[config.mk]
export PLATFORM = sky130hd
export DESIGN_NAME = hex_keypad_entry
export DESIGN_NICKNAME = d
export VERILOG_FILES = /design/src/rtl/keypad_pkg.sv /design/src/rtl/keypad_key_map.sv /design/src/rtl/hex_keypad_entry.sv
export SDC_FILE = /design/constraint.sdc
export NUM_CORES = 1
export LEC_CHECK = 0
export ABC_AREA = 1
export CAP_MARGIN = 10
export CORE_MARGIN = 2
export CORE_UTILIZATION = 40
export CTS_CLUSTER_DIAMETER = 150
export CTS_CLUSTER_SIZE = 20
export DETAILED_ROUTE_END_ITERATION = 7
export GPL_ROUTABILITY_DRIVEN = 1
export GPL_TIMING_DRIVEN = 0
export SLEW_MARGIN = 20
export SYNTH_ARGS = -nofsm -noshare
export SYNTH_HDL_FRONTEND = slang
export SYNTH_HIERARCHICAL = 1
export SYNTH_SLANG_ARGS = --single-unit
[constraint.sdc]
create_clock -name clk -period 2.6 [get_ports clk]
set_input_delay 0.52 -clock clk [delete_from_list [all_inputs] [get_ports clk]]
set_output_delay 0.52 -clock clk [all_outputs]
set_load 0.03 [all_outputs]
[src/rtl/keypad_pkg.sv]
`default_nettype none
// ============================================================================
// Package  : keypad_pkg -- key FSM states, key map, debounce default
// Revision : 1.0 - initial release
// ============================================================================
package keypad_pkg;

    typedef enum logic [1:0] {
        ST_IDLE = 2'd0,
        ST_CAND = 2'd1,
        ST_HELD = 2'd2,
        ST_REL  = 2'd3
    } key_state_t;

    localparam int DEBOUNCE_DEFAULT = 3;

    // Indexed by {row, col}; row 3 carries the E/0/F/D bottom line.
    localparam logic [3:0] KEY_MAP [16] = '{
        4'h1, 4'h2, 4'h3, 4'hA,
        4'h4, 4'h5, 4'h6, 4'hB,
        4'h7, 4'h8, 4'h9, 4'hC,
        4'hE, 4'h0, 4'hF, 4'hD
    };

endpackage
`default_nettype wire

[src/rtl/keypad_key_map.sv]
`default_nettype none
// ============================================================================
// Module   : keypad_key_map -- combinational {row, col} -> nibble decode
// Revision : 1.0 - initial release
// ============================================================================
module keypad_key_map
    import keypad_pkg::*;
(
    input  logic [1:0] i_row_idx,
    input  logic [1:0] i_col_idx,
    output logic [3:0] o_nibble
);

    assign o_nibble = KEY_MAP[{i_row_idx, i_col_idx}];

endmodule
`default_nettype wire

[src/rtl/hex_keypad_entry.sv]
`default_nettype none
// ============================================================================
// Module   : hex_keypad_entry -- 4x4 scanned keypad, 3-digit hex entry with enter
// Config   : KEYPAD_BACKSPACE_EN makes key F delete the newest digit
// Revision : 1.0 - initial release
// ============================================================================
module hex_keypad_entry
    import keypad_pkg::*;
#(
    parameter int SCAN_DIV_W = 16,
    parameter int DEBOUNCE   = DEBOUNCE_DEFAULT
) (
    input  logic        clk,
    input  logic        rst_n,
    input  logic [3:0]  row,
    output logic [3:0]  col,
    input  logic        btn_enter,
    output logic [11:0] entry,
    output logic [11:0] data_out,
    output logic        data_valid,
    input  logic        data_ack,
    output logic        new_data
);

    localparam logic [3:0] c_DEB = 4'(DEBOUNCE);

    logic [SCAN_DIV_W-1:0] r_presc;
    logic [1:0]            r_col_idx;
    logic [1:0]            r_acc_hits;
    logic [3:0]            r_acc_key;
    key_state_t            r_state;
    logic [3:0]            r_count;
    logic [3:0]            r_cand;
    logic                  r_enter_db;
    logic [3:0]            r_enter_cnt;
    logic [11:0]           r_entry;
    logic [11:0]           r_data_out;
    logic                  r_data_valid;

    logic                  w_tick;
    logic                  w_frame_end;
    logic [3:0]            w_row_low;
    logic                  w_row_one;
    logic [1:0]            w_row_idx;
    logic [3:0]            w_map_nib;
    logic [1:0]            w_hits;
    logic [3:0]            w_frame_key;
    logic                  w_frame_one;
    logic                  w_frame_idle;
    key_state_t            w_state_nxt;
    logic [3:0]            w_count_nxt;
    logic [3:0]            w_cand_nxt;
    logic [3:0]            w_count_inc;
    logic                  w_accept;
    logic                  w_enter_evt;
    logic                  w_capture;
    logic [11:0]           w_entry_base;
    logic [11:0]           w_entry_nxt;

    assign w_tick      = &r_presc;
    assign w_frame_end = w_tick && (r_col_idx == 2'd3);
    assign col         = ~(4'b0001 << r_col_idx);

    // Row sample of the column currently driven
    assign w_row_low = ~row;
    assign w_row_one = (w_row_low != 4'd0) && ((w_row_low & (w_row_low - 4'd1)) == 4'd0);

    always_comb begin
        w_row_idx = 2'd0;
        for (int i = 3; i >= 0; i--) begin
            if (w_row_low[i]) w_row_idx = 2'(i);
        end
    end

    keypad_key_map u_key_map (
        .i_row_idx (w_row_idx),
        .i_col_idx (r_col_idx),
        .o_nibble  (w_map_nib)
    );

    // Hit count saturates at 2, which is all "invalid" needs
    always_comb begin
        w_hits = r_acc_hits;
        if (w_row_low != 4'd0) begin
            w_hits = (w_row_one && (r_acc_hits == 2'd0)) ? 2'd1 : 2'd2;
        end
    end

    assign w_frame_key  = (r_acc_hits != 2'd0) ? r_acc_key : w_map_nib;
    assign w_frame_one  = (w_hits == 2'd1);
    assign w_frame_idle = (w_hits == 2'd0);

    always_ff @(posedge clk) begin
        if (!rst_n) begin
            r_presc    <= '0;
            r_col_idx  <= 2'd0;
            r_acc_hits <= 2'd0;
            r_acc_key  <= 4'd0;
        end else begin
            r_presc <= r_presc + 1'b1;
            if (w_tick) begin
                r_col_idx <= r_col_idx + 2'd1;
                if (r_col_idx == 2'd3) begin
                    r_acc_hits <= 2'd0;
                    r_acc_key  <= 4'd0;
                end else begin
                    r_acc_hits <= w_hits;
                    r_acc_key  <= w_frame_key;
                end
            end
        end
    end

    assign w_count_inc = r_count + 4'd1;

    always_comb begin
        w_state_nxt = r_state;
        w_count_nxt = r_count;
        w_cand_nxt  = r_cand;
        w_accept    = 1'b0;
        if (w_frame_end) begin
            case (r_state)
                ST_IDLE: begin
                    if (w_frame_one) begin
                        w_cand_nxt = w_frame_key;
                        if (c_DEB == 4'd1) begin
                            w_accept    = 1'b1;
                            w_state_nxt = ST_HELD;
                            w_count_nxt = 4'd0;
                        end else begin
                            w_state_nxt = ST_CAND;
                            w_count_nxt = 4'd1;
                        end
                    end
                end
                ST_CAND: begin
                    if (w_frame_one && (w_frame_key == r_cand)) begin
                        if (w_count_inc == c_DEB) begin
                            w_accept    = 1'b1;
                            w_state_nxt = ST_HELD;
                            w_count_nxt = 4'd0;
                        end else begin
                            w_count_nxt = w_count_inc;
                        end
                    end else if (w_frame_one) begin
                        w_cand_nxt  = w_frame_key;
                        w_count_nxt = 4'd1;
                    end else begin
                        w_state_nxt = ST_IDLE;
                        w_count_nxt = 4'd0;
                    end
                end
                ST_HELD: begin
                    if (w_frame_idle) begin
                        w_state_nxt = (c_DEB == 4'd1) ? ST_IDLE : ST_REL;
                        w_count_nxt = (c_DEB == 4'd1) ? 4'd0 : 4'd1;
                    end
                end
                ST_REL: begin
                    if (!w_frame_idle) begin
                        w_state_nxt = ST_HELD;
                        w_count_nxt = 4'd0;
                    end else if (w_count_inc == c_DEB) begin
                        w_state_nxt = ST_IDLE;
                        w_count_nxt = 4'd0;
                    end else begin
                        w_count_nxt = w_count_inc;
                    end
                end
                default: begin
                    w_state_nxt = ST_IDLE;
                    w_count_nxt = 4'd0;
                end
            endcase
        end
    end

    always_ff @(posedge clk) begin
        if (!rst_n) begin
            r_state <= ST_IDLE;
            r_count <= 4'd0;
            r_cand  <= 4'd0;
        end else begin
            r_state <= w_state_nxt;
            r_count <= w_count_nxt;
            r_cand  <= w_cand_nxt;
        end
    end

    assign w_enter_evt = w_frame_end && btn_enter && !r_enter_db
                         && ((r_enter_cnt + 4'd1) == c_DEB);
    assign w_capture   = w_enter_evt && (!r_data_valid || data_ack);

    always_ff @(posedge clk) begin
        if (!rst_n) begin
            r_enter_db  <= 1'b0;
            r_enter_cnt <= 4'd0;
        end else if (w_frame_end) begin
            if (btn_enter != r_enter_db) begin
                if ((r_enter_cnt + 4'd1) == c_DEB) begin
                    r_enter_db  <= btn_enter;
                    r_enter_cnt <= 4'd0;
                end else begin
                    r_enter_cnt <= r_enter_cnt + 4'd1;
                end
            end else begin
                r_enter_cnt <= 4'd0;
            end
        end
    end

    // A capture empties the entry first, so a same-frame key lands on a clean slate
    assign w_entry_base = w_capture ? 12'h000 : r_entry;

    always_comb begin
        w_entry_nxt = w_entry_base;
        if (w_accept) begin
`ifdef KEYPAD_BACKSPACE_EN
            if (w_frame_key == 4'hF) begin
                w_entry_nxt = {4'h0, w_entry_base[11:4]};
            end else begin
                w_entry_nxt = {w_entry_base[7:0], w_frame_key};
            end
`else
            w_entry_nxt = {w_entry_base[7:0], w_frame_key};
`endif
        end
    end

    always_ff @(posedge clk) begin
        if (!rst_n) begin
            r_entry      <= 12'h000;
            r_data_out   <= 12'h000;
            r_data_valid <= 1'b0;
        end else begin
            r_entry <= w_entry_nxt;
            if (w_capture) begin
                r_data_out   <= r_entry;
                r_data_valid <= 1'b1;
            end else if (data_ack) begin
                r_data_valid <= 1'b0;
            end
        end
    end

    assign entry      = r_entry;
    assign data_out   = r_data_out;
    assign data_valid = r_data_valid;
    assign new_data   = r_data_valid;

endmodule
`default_nettype wire

==> results of run 1 <==
## flip-flops by register name, indices dropped and copies added (netlist names)
signal       count
data_out        12
data_valid       1
entry           12
r_acc_hits       2
r_acc_key        4
r_cand           4
r_col_idx        2
r_count          4
r_enter_cnt      4
r_enter_db       1
r_presc         16
r_state          2
## cells by family (layout without fill, tap and decap cells)
kind of cell    Yosys count  after routing  share of synthesized area
flops                    64             64                      0.371
buf+inv                  81            136                     0.0964
fa+ha+maj                14             14                     0.0507
simple gates            235            235                      0.327
compound gates           87             87                      0.139
xor+xnor                  6              6                     0.0152
## layout by cell type, fill, tap and decap left out, types with 2 or more instances in the layout
cell type	count
nor2_2	4
buf_4	3
o21ai_0	18
ha_1	14
clkinvlp_4	2
clkdlybuf4s50_1	32
clkinv_2	3
nand2_1	113
dfxtp_1	62
nor3_1	3
inv_1	60
nand3_2	4
nand3_4	2
nand2_2	10
clkbuf_8	11
o21a_1	2
a21boi_0	2
a21oi_1	53
a211oi_1	6
clkbuf_1	7
nor2_4	7
xor2_1	5
nand3_1	42
inv_2	7
nand4_1	6
nand2_4	2
buf_6	3
dlymetal6s2s_1	4
nor2_1	39
dfxtp_2	2
## report_power, final
group          total, uW  switching (uW)  internal, uW  leakage (uW)
Sequential           986            2.63           984      0.000517
Combinational        106            69.9          36.5       0.00110
Clock                783             389           394     0.0000951
## through the flow
step | utilization | hold WS (ps) | cells | power, uW | TNS [ps]
2_1_floorplan | - | 418 | 487 | 1080 | 0
3_3_place_gp | 0.477 | 435 | 629 | 1110 | -12660
3_5_place_dp | 0.477 | 445 | 629 | 1110 | -13030
4_1_cts | 0.499 | 459 | 645 | 1900 | 0
5_1_grt | 0.505 | 479 | 647 | 1960 | 0
6_report | 0.505 | 454 | 647 | 1880 | 0
## cell type report
cell class	count	area, sq um	share of cell area
repair buffers	39	394	0.0941
flip-flops and latches	64	1280	0.306
clock buffers	11	151	0.0361
multi-input cells	342	1860	0.443
clock inverters	5	31.3	0.00746
inverters	69	268	0.0639
well taps	105	131	0.0314
plain buffers	12	72.6	0.0173
## metal layers
layer | vias to the layer above | track usage
met5 | - | 0
met4 | 0 | 0.0607
met3 | 8 | 0.0412
met2 | 45 | 0.300
met1 | 1422 | 0.221
li1 | 1671 | -
## how the worst max path moves through the flow
stage / endpoint / from
floorplan: entry[11] / row[3]
global placement: entry[11] / row[2]
detailed placement: entry[11] / row[2]
global route: entry[4] / r_col_idx[0]
CTS: entry[8] / row[2]
finish: col[2] / r_col_idx[0]
## repair_timing
item                       CTS  global route
setup buffers                0             2
pin swaps                    0             4
setup endpoints to repair   23            22
cloned                       0             0
resized for setup            4            14
==> results_dict.tcl, run 1 <==
set metrics [dict create \
    outcome "finished, final reports clean" \
    gp_congestion 0.791 \
    cts_buffer_depth 2 \
    grt_pass1_vias 3078 \
    ant_nets 0 \
    synthCells 487 \
    coreArea_sq_um 8300 \
    dr_wl_met2_mm 3.74 \
    netlist_area_sq_um 3450 \
    fin_ws_ps 270 \
    r2r-end "entry[8]" \
    yosysTopAreaCell "dfxtp_1" \
    clock_latency_ps 340 \
    yosys-top-cells-area "dfxtp_1, nand2_1, a21oi_1, inv_1, nand3_1" \
    synthDistinctLibCells 36 \
    reg2reg_depth 17 \
    drc 0 \
    wl_met3_microns 251 \
    cpMostUsedCell "inv_1" \
    worstPathArrival_ps 1810 \
    min_path_cells 1 \
    grt_pass1_wl_mm 13.8 \
    synth_seq_cells 64 \
    ctsHoldBuffers 0 \
    start_util 0.416 \
    synthFlopType "dfxtp_1" \
    fin_crit_sh 0.896 \
    yosysSeqAreaShare 0.371 \
    clkTransAtPathRegs_ps 70 \
    htree_levels 3 \
    avgSynthCellArea_sq_um 7.09 \
    vias 3146 \
    wl_met1_mm 3.80 \
    relSlewSlack 0.591 \
    ir_worst_vdd_uv 320 \
    pre_cts_slack_ps -685 \
    worst-path-buf-inv 3 \
    wl_per_cell_microns 12.2 \
    finClkSkew_ps 5.62 \
    cts_buffers 9 \
    ys_top_cells_by_count "nand2_1, dfxtp_1, inv_1" \
    r2r_slack_ps 300 \
    final_max_slew_viol_count 0 \
    dpl_cell_area_sq_um 3960 \
    crit_type "flop to output port" \
    layout-drive-gt1-share 0.125 \
    yosys.area.top_type_share 0.371 \
    die_width_microns 96.9 \
    slowest_delay_ps 680 \
    critPathLaunchType "flop" \
    cts_tree "done" \
    ioPinCount 38 \
    first_pass_iters 4 \
    fmax_mhz 429 \
    clockRootBuffer "clkbuf_8" \
    viasPerCell 4.86 \
    maxCapViolations 0 \
    area_growth_pct 21.3 \
    cp_cell_sequence "inv_1, ha_1, inv_1, clkdlybuf4s50_1" \
    dp.final_hpwl_mm 5.97 \
    setup_viol 0 \
    overflow 0 \
    n_fill_cell 833 \
    io_buffers 37 \
    synthArstFlopShare 0 \
    hold_class "flop to flop" \
    cp_max_fo 8 \
    power_density_nw_per_um2 448 \
    nets 559 \
    crit_cells 4 \
    synth_edf_count 0 \
    worstHoldStart "r_presc[0]" \
    die_area_sq_um 9390 \
    initialDrtViolationCount 143 \
    track_usage 0.177 \
    finalWirelength_mm 7.87 \
    cp-end-kind "output port" \
    rsz0062_at_grt "no" \
    clock-sinks 64 \
    antenna_found_initial 0 \
    design_area_sq_um 4190 \
    rows 33 \
    cp.required_ps 2080 \
    synth_nets 509 \
    p_leak_uw 0.00171 \
    routed.top_layer "met4" \
    critPathTopFamily "buffers and inverters" \
    min_period_ps 2330 \
    synth.most_common_cell "nand2_1" \
    antenna_cells 0 \
    hold_violations 0 \
    grt_max_degree 12 \
    whs_endpoint "r_presc[0]" \
    yosysWarningCount 6 \
    r2r_start "r_col_idx[0]" \
    fp.dieH_microns 96.9 \
    cpMaxStageDelayCell "clkdlybuf4s50_1" \
    tightest_slew_ps 614 \
]
Note: power is estimated with default switching activity, not from simulation.
==> run 2: changes to the inputs <==
- ABC_AREA: 1 -> not set
- GPL_TIMING_DRIVEN: 0 -> not set
- SETUP_SLACK_MARGIN: not set -> 0.1
==> results_dict.tcl, run 2 <==
set metrics [dict create \
    antenna_cells 0 \
    crit_type "primary input to flop" \
    dp.final_hpwl_mm 5.81 \
    clock_latency_ps 340 \
    avgSynthCellArea_sq_um 8.56 \
    yosys-top-cells-area "dfxtp_1, mux2i_1, nand2_1, ha_1, nor2_1" \
    worstPathArrival_ps 2730 \
    ioPinCount 38 \
    placed_cells 557 \
    yosysSeqAreaShare 0.372 \
    cts_buffers 9 \
    nets 499 \
    finalWirelength_mm 8.09 \
    first_pass_iters 4 \
    largest_reg_flops 16 \
    initialDrtViolationCount 217 \
    ir_worst_vdd_uv 330 \
    netlist_area_sq_um 3440 \
    area_growth_pct 33.6 \
    die_area_sq_um 9360 \
    gp_congestion 0.823 \
    layout_common_cells "dfxtp_1, nand2_1, nor2_1, buf_4, clkdlybuf4s50_1" \
    cp_max_fo 5 \
    yosysWarningCount 6 \
    rows 33 \
    instances_no_fill 587 \
    synth_seq_cells 64 \
    synthFlopType "dfxtp_1" \
    synthDistinctLibCells 60 \
    finClkSkew_ps 8.39 \
    fin_crit_sh 0.965 \
    outcome "finished, final reports clean" \
    setup_viol 0 \
    yosysTopAreaCell "dfxtp_1" \
    clkTransAtPathRegs_ps 60 \
    hold_class "flop to flop" \
    overflow 0 \
    layout_commonest_cell "dfxtp_1" \
    ys_top_cells_by_count "dfxtp_1, nand2_1, nor2_1" \
    tightest_slew_ps 557 \
    track_usage 0.172 \
    synth.most_common_cell "dfxtp_1" \
    critPathLaunchType "primary input" \
    clockRootBuffer "clkbuf_8" \
    die_width_microns 96.7 \
    yosys.area.top_type_share 0.372 \
    synth_nets 424 \
    power_density_nw_per_um2 437 \
    totalPowerFinal_uw 2010 \
    fin_tns_setup_ps 0 \
    design_area_sq_um 4600 \
    hold_violations 0 \
    vias 3094 \
    clock-sinks 64 \
    grt_pass1_wl_mm 13.5 \
    fmax_mhz 399 \
    grt_max_degree 33 \
    final_max_slew_viol_count 0 \
    grt_pass1_vias 2908 \
    ant_nets 0 \
    wl_per_cell_microns 13.8 \
    io_buffers 37 \
    min_period_ps 2510 \
    max_flop_register "r_presc" \
    synthCells 402 \
    synthArstFlopShare 0 \
    viasPerCell 5.27 \
    relSlewSlack 0.625 \
    layout-drive-gt1-share 0.205 \
    drc 0 \
    cp-end-kind "flop" \
    start_util 0.417 \
    htree_levels 3 \
    rsz0062_at_grt "yes" \
    synth_edf_count 0 \
    dpl_cell_area_sq_um 4150 \
    maxCapViolations 0 \
    fp.dieH_microns 96.7 \
    p_leak_uw 0.00182 \
    cp.required_ps 2820 \
    cts_tree "done" \
    coreArea_sq_um 8260 \
    antenna_found_initial 0 \
    cts_buffer_depth 2 \
]
[run 2: changes by cell type after synthesis, moves of 8 or more]
cell and delta:
a21oi_1 -29, inv_1 -42, mux2i_1 +29, nand2_1 -68, nand2_2 -8, nand2b_1 +11, nand3_1 -29, nor3_1 +12
o21ai_0 -9
[run 2: area by class of cell]
| type | instances | area [sq um] |
|---|---|---|
| Inverter | 20 | 80.1 |
| Sequential cell | 64 | 1280 |
| Clock buffer | 13 | 159 |
| Clock inverter | 3 | 40.0 |
| Fill cell | 765 | 3660 |
| Tap cell | 105 | 131 |
| Multi-Input combinational cell | 298 | 2120 |
| Timing Repair Buffer | 84 | 783 |
[run 2: metrics by stage]
stage,util,hold slack [ps],setup WS (ps)
6_report,0.557,461,91.5
5_1_grt,0.557,511,24.2
4_1_cts,0.538,461,113
3_5_place_dp,0.503,445,-695
3_3_place_gp,0.503,434,-613
2_1_floorplan,-,422,-59.7
[run 2: kinds of logic after synthesis]
group                    Yosys count  share of synthesized area
buffers and inverters             40                     0.0524
multiplexers                      32                     0.0975
AND/OR/NAND/NOR                  169                      0.256
adder cells (fa/ha/maj)           15                     0.0538
flip-flops                        64                      0.372
AO/OA/AOI/OAI                     68                      0.132
XOR/XNOR                          14                     0.0356
[run 2: timing repair]
| item | 4_1_cts | 5_1_grt |
|---|---|---|
| endpoints found under the hold margin | 0 | 0 |
| pin swaps | 5 | 9 |
| hold buffers | 0 | 0 |
| cloned | 1 | 0 |
| setup endpoints to repair | 22 | 19 |
| buffers inserted | 7 | 7 |
| resized for setup | 21 | 33 |
[run 2: report_power, final]
part	switching, uW	leakage, uW	internal [uW]
clock network	366	0.000103	493
logic	83.0	0.00120	82.2
registers	3.60	0.000517	984
[run 2: per-layer routing]
metal  vias to the layer above  share of wire  global-route usage
met4                         0         0.0066              0.0444
li1                       1577              -                   -
met5                         -              0                   0
met3                         4          0.043              0.0455
met2                        74           0.49               0.287
met1                      1439           0.46               0.221
[run 2: path summary, 6_finish.rpt]
kind	start	cells past startpoint	slack (ps)	to
worst max-delay path	row[3]	13	90	r_state[0]
worst min-delay path	r_presc[0]	1	460	r_presc[0]
worst max register to register	r_col_idx[0]	11	130	r_state[0]
worst min register to register	r_presc[0]	1	460	r_presc[0]
[run 2: worst max-delay path: stages]
cell and delay, ps:
buf_6 100, nand2b_4 140, a21boi_4 190, buf_4 160, mux4_2 320, nand2b_1 110
o2111ai_2 140, mux2i_2 260, buf_4 150, buf_4 100, buf_4 120, a31oi_2 120
o31a_1 300
==> run 3: changes to the inputs <==
- CTS_CLUSTER_DIAMETER: 150 -> 50
==> results of run 3 <==
Same layout as run 2: the final DEF is identical, and so are final timing and power.
